[src/rtl/work_dispatcher.sv]
// work_dispatcher: central GPU work queue. Cores push queue numbers that are
// mapped through a 16-entry entry-point table into per-core staging slots,
// slots (or a host launch) feed a PC FIFO, and the FIFO head is granted
// round-robin to requesting cores. Tracks global completion.

// One staging slot per core: holds a mapped PC until it drains into the FIFO.
module work_dispatcher_slot (
  input  logic        clk,
  input  logic        rst_n,
  input  logic        push,
  input  logic        drain,
  input  logic [15:0] push_pc,
  output logic        vld,
  output logic [15:0] pc,
  output logic        drop
);
  // Refill when empty or when the current PC leaves for the FIFO this cycle
  always_ff @(posedge clk or negedge rst_n) begin
    if (!rst_n) begin
      vld <= 1'b0;
      pc  <= '0;
    end else if (push && (!vld || drain)) begin
      vld <= 1'b1;
      pc  <= push_pc;
    end else if (drain) begin
      vld <= 1'b0;
    end
  end

  assign drop = push && vld && !drain;
endmodule

module work_dispatcher #(
  parameter int NCORES = 4,
  parameter int DEPTH  = 16
) (
  input  logic                     clk,
  input  logic                     rst_n,
  input  logic [NCORES-1:0]        queue_wen,
  input  logic [4*NCORES-1:0]      queue_number,
  input  logic [NCORES-1:0]        request_new_pc,
  output logic [16*NCORES-1:0]     new_pc,
  output logic [NCORES-1:0]        pc_grant,
  output logic [2*NCORES-1:0]      idle,
  input  logic                     ep_wen,
  input  logic [3:0]               ep_waddr,
  input  logic [15:0]              ep_wdata,
  input  logic                     launch_valid,
  input  logic [15:0]              launch_pc,
  output logic                     launch_ready,
  output logic [$clog2(DEPTH):0]   fifo_count,
  output logic                     overflow,
  output logic                     all_done
);
  localparam int AW = $clog2(DEPTH);
  localparam int CW = (NCORES > 1) ? $clog2(NCORES) : 1;

  logic [15:0]              ep_table [16];
  logic [15:0]              fifo_mem [DEPTH];
  logic [AW-1:0]            wptr, rptr;
  logic [AW:0]              cnt, cnt_nxt;
  logic                     active;
  logic [NCORES-1:0]        stg_vld, stg_drop, drain, eff_req, waiting;
  logic [NCORES-1:0][15:0]  stg_pc, pc_q;
  logic [CW-1:0]            enq_last, deq_last, enq_idx, deq_idx;
  logic                     full, empty, stg_any, enq_stage, push_fifo, pop, done_q;
  logic [15:0]              push_data;

  // First valid index after 'last', wrapping; smallest distance wins
  function automatic logic [CW-1:0] rr_pick(input logic [NCORES-1:0] v,
                                            input logic [CW-1:0] last);
    logic [CW-1:0] r;
    int idx;
    r = last;
    for (int k = NCORES; k >= 1; k--) begin
      idx = int'(last) + k;
      if (idx >= NCORES) idx -= NCORES;
      if (v[CW'(idx)]) r = CW'(idx);
    end
    return r;
  endfunction

  for (genvar i = 0; i < NCORES; i++) begin : g_core
    work_dispatcher_slot u_slot (
      .clk     (clk),
      .rst_n   (rst_n),
      .push    (queue_wen[i]),
      .drain   (drain[i]),
      .push_pc (ep_table[queue_number[4*i +: 4]]),
      .vld     (stg_vld[i]),
      .pc      (stg_pc[i]),
      .drop    (stg_drop[i])
    );
    assign idle[2*i +: 2] = all_done ? 2'd2 : {1'b0, waiting[i]};
  end

  assign full         = (cnt == (AW+1)'(DEPTH));
  assign empty        = (cnt == '0);
  assign stg_any      = |stg_vld;
  // Host seeding only once cores' own pushes are flushed
  assign launch_ready = active && !full && !stg_any;
  // A core granted last cycle may still show its stale request
  assign eff_req      = request_new_pc & ~pc_grant;
  assign enq_idx      = rr_pick(stg_vld, enq_last);
  assign deq_idx      = rr_pick(eff_req, deq_last);
  assign enq_stage    = !full && stg_any;
  assign push_fifo    = enq_stage || (launch_valid && launch_ready);
  assign push_data    = enq_stage ? stg_pc[enq_idx] : launch_pc;
  assign pop          = !empty && (|eff_req);
  assign cnt_nxt      = cnt + (AW+1)'(push_fifo) - (AW+1)'(pop);
  assign fifo_count   = cnt;
  assign new_pc       = pc_q;
  // A rising launch cancels completion in the same cycle
  assign all_done     = done_q && !launch_valid;

  // One-hot drain of the staging slot chosen for this cycle's enqueue
  always_comb begin
    drain = '0;
    if (enq_stage) drain[enq_idx] = 1'b1;
  end

  // Entry-point table
  always_ff @(posedge clk or negedge rst_n) begin
    if (!rst_n) begin
      for (int i = 0; i < 16; i++) ep_table[i] <= '0;
    end else if (ep_wen) begin
      ep_table[ep_waddr] <= ep_wdata;
    end
  end

  // FIFO storage; contents are don't-care while the count says empty
  always_ff @(posedge clk) begin
    if (push_fifo) fifo_mem[wptr] <= push_data;
  end

  // FIFO pointers, occupancy and round-robin history
  always_ff @(posedge clk or negedge rst_n) begin
    if (!rst_n) begin
      wptr     <= '0;
      rptr     <= '0;
      cnt      <= '0;
      active   <= 1'b0;
      enq_last <= '0;
      deq_last <= '0;
    end else begin
      active <= 1'b1;
      cnt    <= cnt_nxt;
      if (push_fifo) wptr     <= wptr + 1'b1;
      if (pop)       rptr     <= rptr + 1'b1;
      if (enq_stage) enq_last <= enq_idx;
      if (pop)       deq_last <= deq_idx;
    end
  end

  // Registered per-core grant/idle status plus overflow and completion
  always_ff @(posedge clk or negedge rst_n) begin
    if (!rst_n) begin
      pc_grant <= '0;
      pc_q     <= '0;
      waiting  <= '0;
      overflow <= 1'b0;
      done_q   <= 1'b0;
    end else begin
      pc_grant <= '0;
      if (pop) begin
        pc_grant[deq_idx] <= 1'b1;
        pc_q[deq_idx]     <= fifo_mem[rptr];
      end
      waiting  <= eff_req & {NCORES{empty}};
      overflow <= overflow || (|stg_drop);
      done_q   <= (cnt_nxt == '0) && !(|((stg_vld & ~drain) | queue_wen)) &&
                  (&eff_req) && !launch_valid && !pop;
    end
  end
endmodule

[config.mk]
export PLATFORM = sky130hd
export DESIGN_NAME = work_dispatcher
export DESIGN_NICKNAME = d
export VERILOG_FILES = /design/src/rtl/work_dispatcher.sv
export SDC_FILE = /design/constraint.sdc
export NUM_CORES = 1
export LEC_CHECK = 0
export BUFFER_PORTS_ARGS = -buffer_cell sky130_fd_sc_hd__buf_2
export CAP_MARGIN = 20
export CORE_MARGIN = 1
export CORE_UTILIZATION = 35
export DETAILED_ROUTE_END_ITERATION = 12
export GPL_ROUTABILITY_DRIVEN = 0
export SYNTH_ARGS = -nofsm -noshare
export SYNTH_HDL_FRONTEND = slang
export SYNTH_SLANG_ARGS = --single-unit
[constraint.sdc]
create_clock -name clk -period 4.5 [get_ports clk]
set_input_delay 0.9 -clock clk [delete_from_list [all_inputs] [get_ports clk]]
set_output_delay 0.9 -clock clk [all_outputs]
set_load 0.01 [all_outputs]
==> results by group <==
Logic synthesis
  • Syn Area/Cell: 16.1 um2
  • Seq/Total Area, Yosys: 0.536
  • Synthesized area: 33,800 um2
  • Ys Warns: 0
  • EDFF count, synth: 256
  • Top post-synthesis cells by area: dfrtp_1 31%, edfxtp_1 23%, mux4_2 21%, mux2_2 11%, a221oi_1 1.7%
  • Yosys cell types: 64
  • Mapped Cells: 2,101
  • Yosys reg bits: 672
  • Mapped Nets: 2,177
  • Yosys top cell by area: dfrtp_1
  • Share of the synthesized area in the top cell type: 0.308
  • Ys async rst share: 0.619
  • Ys flop type: dfrtp_1

Floorplan
  • Initial Util: 0.354
  • Core Area: 95,300 um2
  • Die area: 97,700 um2
  • Die Span Y: 313 um
  • Die X: 313 um
  • Rows: 113
  • Ports: 148

Finish
  • Commonest non-fill, non-tap cells in the layout: 414 x dfrtp_1, 324 x mux2_2, 320 x mux4_2
  • Fillers: 8,679
  • Commonest non-fill, non-tap cell in the layout: dfrtp_1
  • Syn-to-layout area delta: 15.0%
  • Multi-input combinational cell area: 14,800 um2
  • Fin nets: 2,320
  • Share of layout cells above drive strength 1: 0.450
  • Storage cell area: 18,100 um2

Setup path
  • Most numerous cell on the critical path: ha_1
  • Slowest CP cell: nor4b_2
  • Peak per-stage delay on the critical path: 0.48 ns
  • Crit. End Element: flop
  • R2R cell count: 14
  • Crit path launch type: flop
  • Data required time at the worst endpoint: 5.02 ns
  • Crit Path Category: reg2reg
  • Crit path DAT: 4.27 ns
  • Worst-path fanout max: 8
  • Crit-path cells: inv_1 -> ha_1 -> nor4b_2 -> nor2_1 -> buf_4 -> ha_1 -> inv_1 -> ha_1 -> fa_1 -> xor2_1 -> nor4_1 -> nand3_1 -> or4_4 -> nor4_2

Global routing
  • Overall Global Routing Usage: 0.201
  • Vias in the first global route: 22,100
  • First-pass GRT wire length: 145,000 um
  • Antenna violations before repair: 6
  • Largest net degree at the start of global routing: 94
  • Global route overflow: 0

Routing
  • Residual DRC: 0
  • Via density: 5.87
  • Drt first-iter violations: 1,620
  • Via Count: 20,900
  • Post-Route WL: 97,700 um
  • ANT nets after route: 0
  • Drt first pass iters: 5
  • WL/cell: 27.4 um

Clocking
  • Clock transition at path regs: 0.05 ns
  • CTS tree: built
  • Clk Latency, worst-skew pair: 0.65 ns
  • Clock Sinks: 672
  • H-tree depth: 3
  • Hold buffer count at CTS: 0
  • Root Buffer: clkbuf_16
  • Setup repair bufs after CTS: 0
  • Clk buf depth: 3
  • CTS resizes: 0
  • Num CTS Buffers: 75

STA
  • Min Tclk post-route: 3.75 ns
  • Clk_skew: 0.0323 ns
  • Max Freq: 267 MHz
  • Final Hold Vio Count: 0
  • PnR worst setup slack: 0.753 ns
  • Worst-Margin Slew: 1.02 ns
  • Final TNS setup: 0 ns
  • Final period utilization: 0.833
  • Slew Limit Headroom: 0.322
  • RSZ-0062 raised after global routing: false
  • Slew Limit Fails: 0
  • Endpoints failing setup: 0

Pwr
  • Tot Pwr: 0.0255 W
  • Leakage Power: 14.9 nW
  • Worst VDD drop: 370 uV
  • Power per standard cell area: 658 nW/um2

Run
  • Max Cap Viol: 0

Status
  • Status: finished, final reports clean

Placed design
  • Final HPWL DP: 62,100 um
  • IO buf count: 147
  • Setup WS pre-CTS: 0.632 ns

Worst hold path
  • Hold WC Path Type: in2async
worst max-delay path, delay by kind of cell, from the launching register on:
family / cells / cell delay (ns)
DFF: 1 / 0.41
buffers and inverters: 3 / 0.33
adders and majority gates: 4 / 1.17
and+or+nand+nor: 6 / 1.56
xor gates and xnor gates: 1 / 0.21
where the power goes:
| group | leakage, nW | internal [W] | switching [W] |
|---|---|---|---|
| clock network | 1.26 | 0.00380 | 0.00255 |
| registers | 7.49 | 0.00896 | 0.00123 |
| logic | 6.14 | 0.00413 | 0.00487 |
| total | 14.9 | 0.0169 | 0.00864 |
metal layers:
metal	global-route usage	vias to the layer above	routed length, um
met5	0	-	25
met4	0.0908	4	4210
met3	0.0362	280	6420
met2	0.341	861	48900
met1	0.250	11000	38100
li1	-	8761	-
path summary, 6_finish.rpt:
kind / startpoint / end / slack (ns)
min: rst_n / ep_table[90] / 0.32
min in group clk: g_core[3].u_slot.pc[11] / g_core[3].u_slot.pc[11] / 0.48
max: fifo_count[2] / done_q / 0.75
max reg2reg: fifo_count[2] / done_q / 0.75
max in group asynchronous: rst_n / ep_table[113] / 3.11
min reg2reg: g_core[3].u_slot.pc[11] / g_core[3].u_slot.pc[11] / 0.48
metrics by stage:
stage | util | cell area (um2) | instances | hold slack (ns)
after CTS | 0.406 | 38700 | 3563 | 0.327
final | 0.407 | 38800 | 3571 | 0.315
after detailed placement | 0.380 | 36200 | 3425 | 0.467
after global placement | 0.379 | 36100 | 3422 | 0.464
after floorplan | - | 33800 | 2101 | 0.444
after global routing | 0.407 | 38800 | 3570 | 0.371
cells in the mapped netlist, drive strengths merged, types with 6 or more instances:
| cell type | n |
|---|---|
| a21oi | 13 |
| a221oi | 64 |
| a22o | 64 |
| a22oi | 34 |
| a31oi | 7 |
| and2 | 27 |
| buf | 73 |
| clkbuf | 105 |
| dfrtp | 416 |
| edfxtp | 256 |
| ha | 11 |
| inv | 16 |
| mux2 | 325 |
| mux2i | 22 |
| mux4 | 320 |
| nand2 | 124 |
| nand2b | 13 |
| nand3 | 7 |
| nor2 | 40 |
| nor2b | 17 |
| nor3 | 6 |
| o21ai | 75 |
| o221ai | 12 |
| xnor2 | 7 |
sequential cells by signal (all words and copies together) (netlist names):
register and count:
active 1, deq_last 2, done_q 1, enq_last 2
ep_table 256, fifo_count 5, fifo_mem 256, g_core.u_slot.pc 64
g_core.u_slot.vld 4, new_pc 64, overflow 1, pc_grant 4
rptr 4, waiting 4, wptr 4
final cells by class:
cell class                      count  area share
Antenna cell                        1   0.0000645
Clock buffer                      102      0.0549
Multi-Input combinational cell   1235       0.383
Clock inverter                     36      0.0110
Sequential cell                   672       0.466
Tap cell                         1265      0.0408
Timing Repair Buffer              244      0.0427
Inverter                           16     0.00155
cells by family after synthesis:
group / synth area share
other cells: 0.000111
xor+xnor: 0.00259
compound gates: 0.0650
mux: 0.328
fa+ha+maj: 0.00467
flops: 0.536
simple gates: 0.0364
buf+inv: 0.0267
Power figures use the tool's default switching activity.
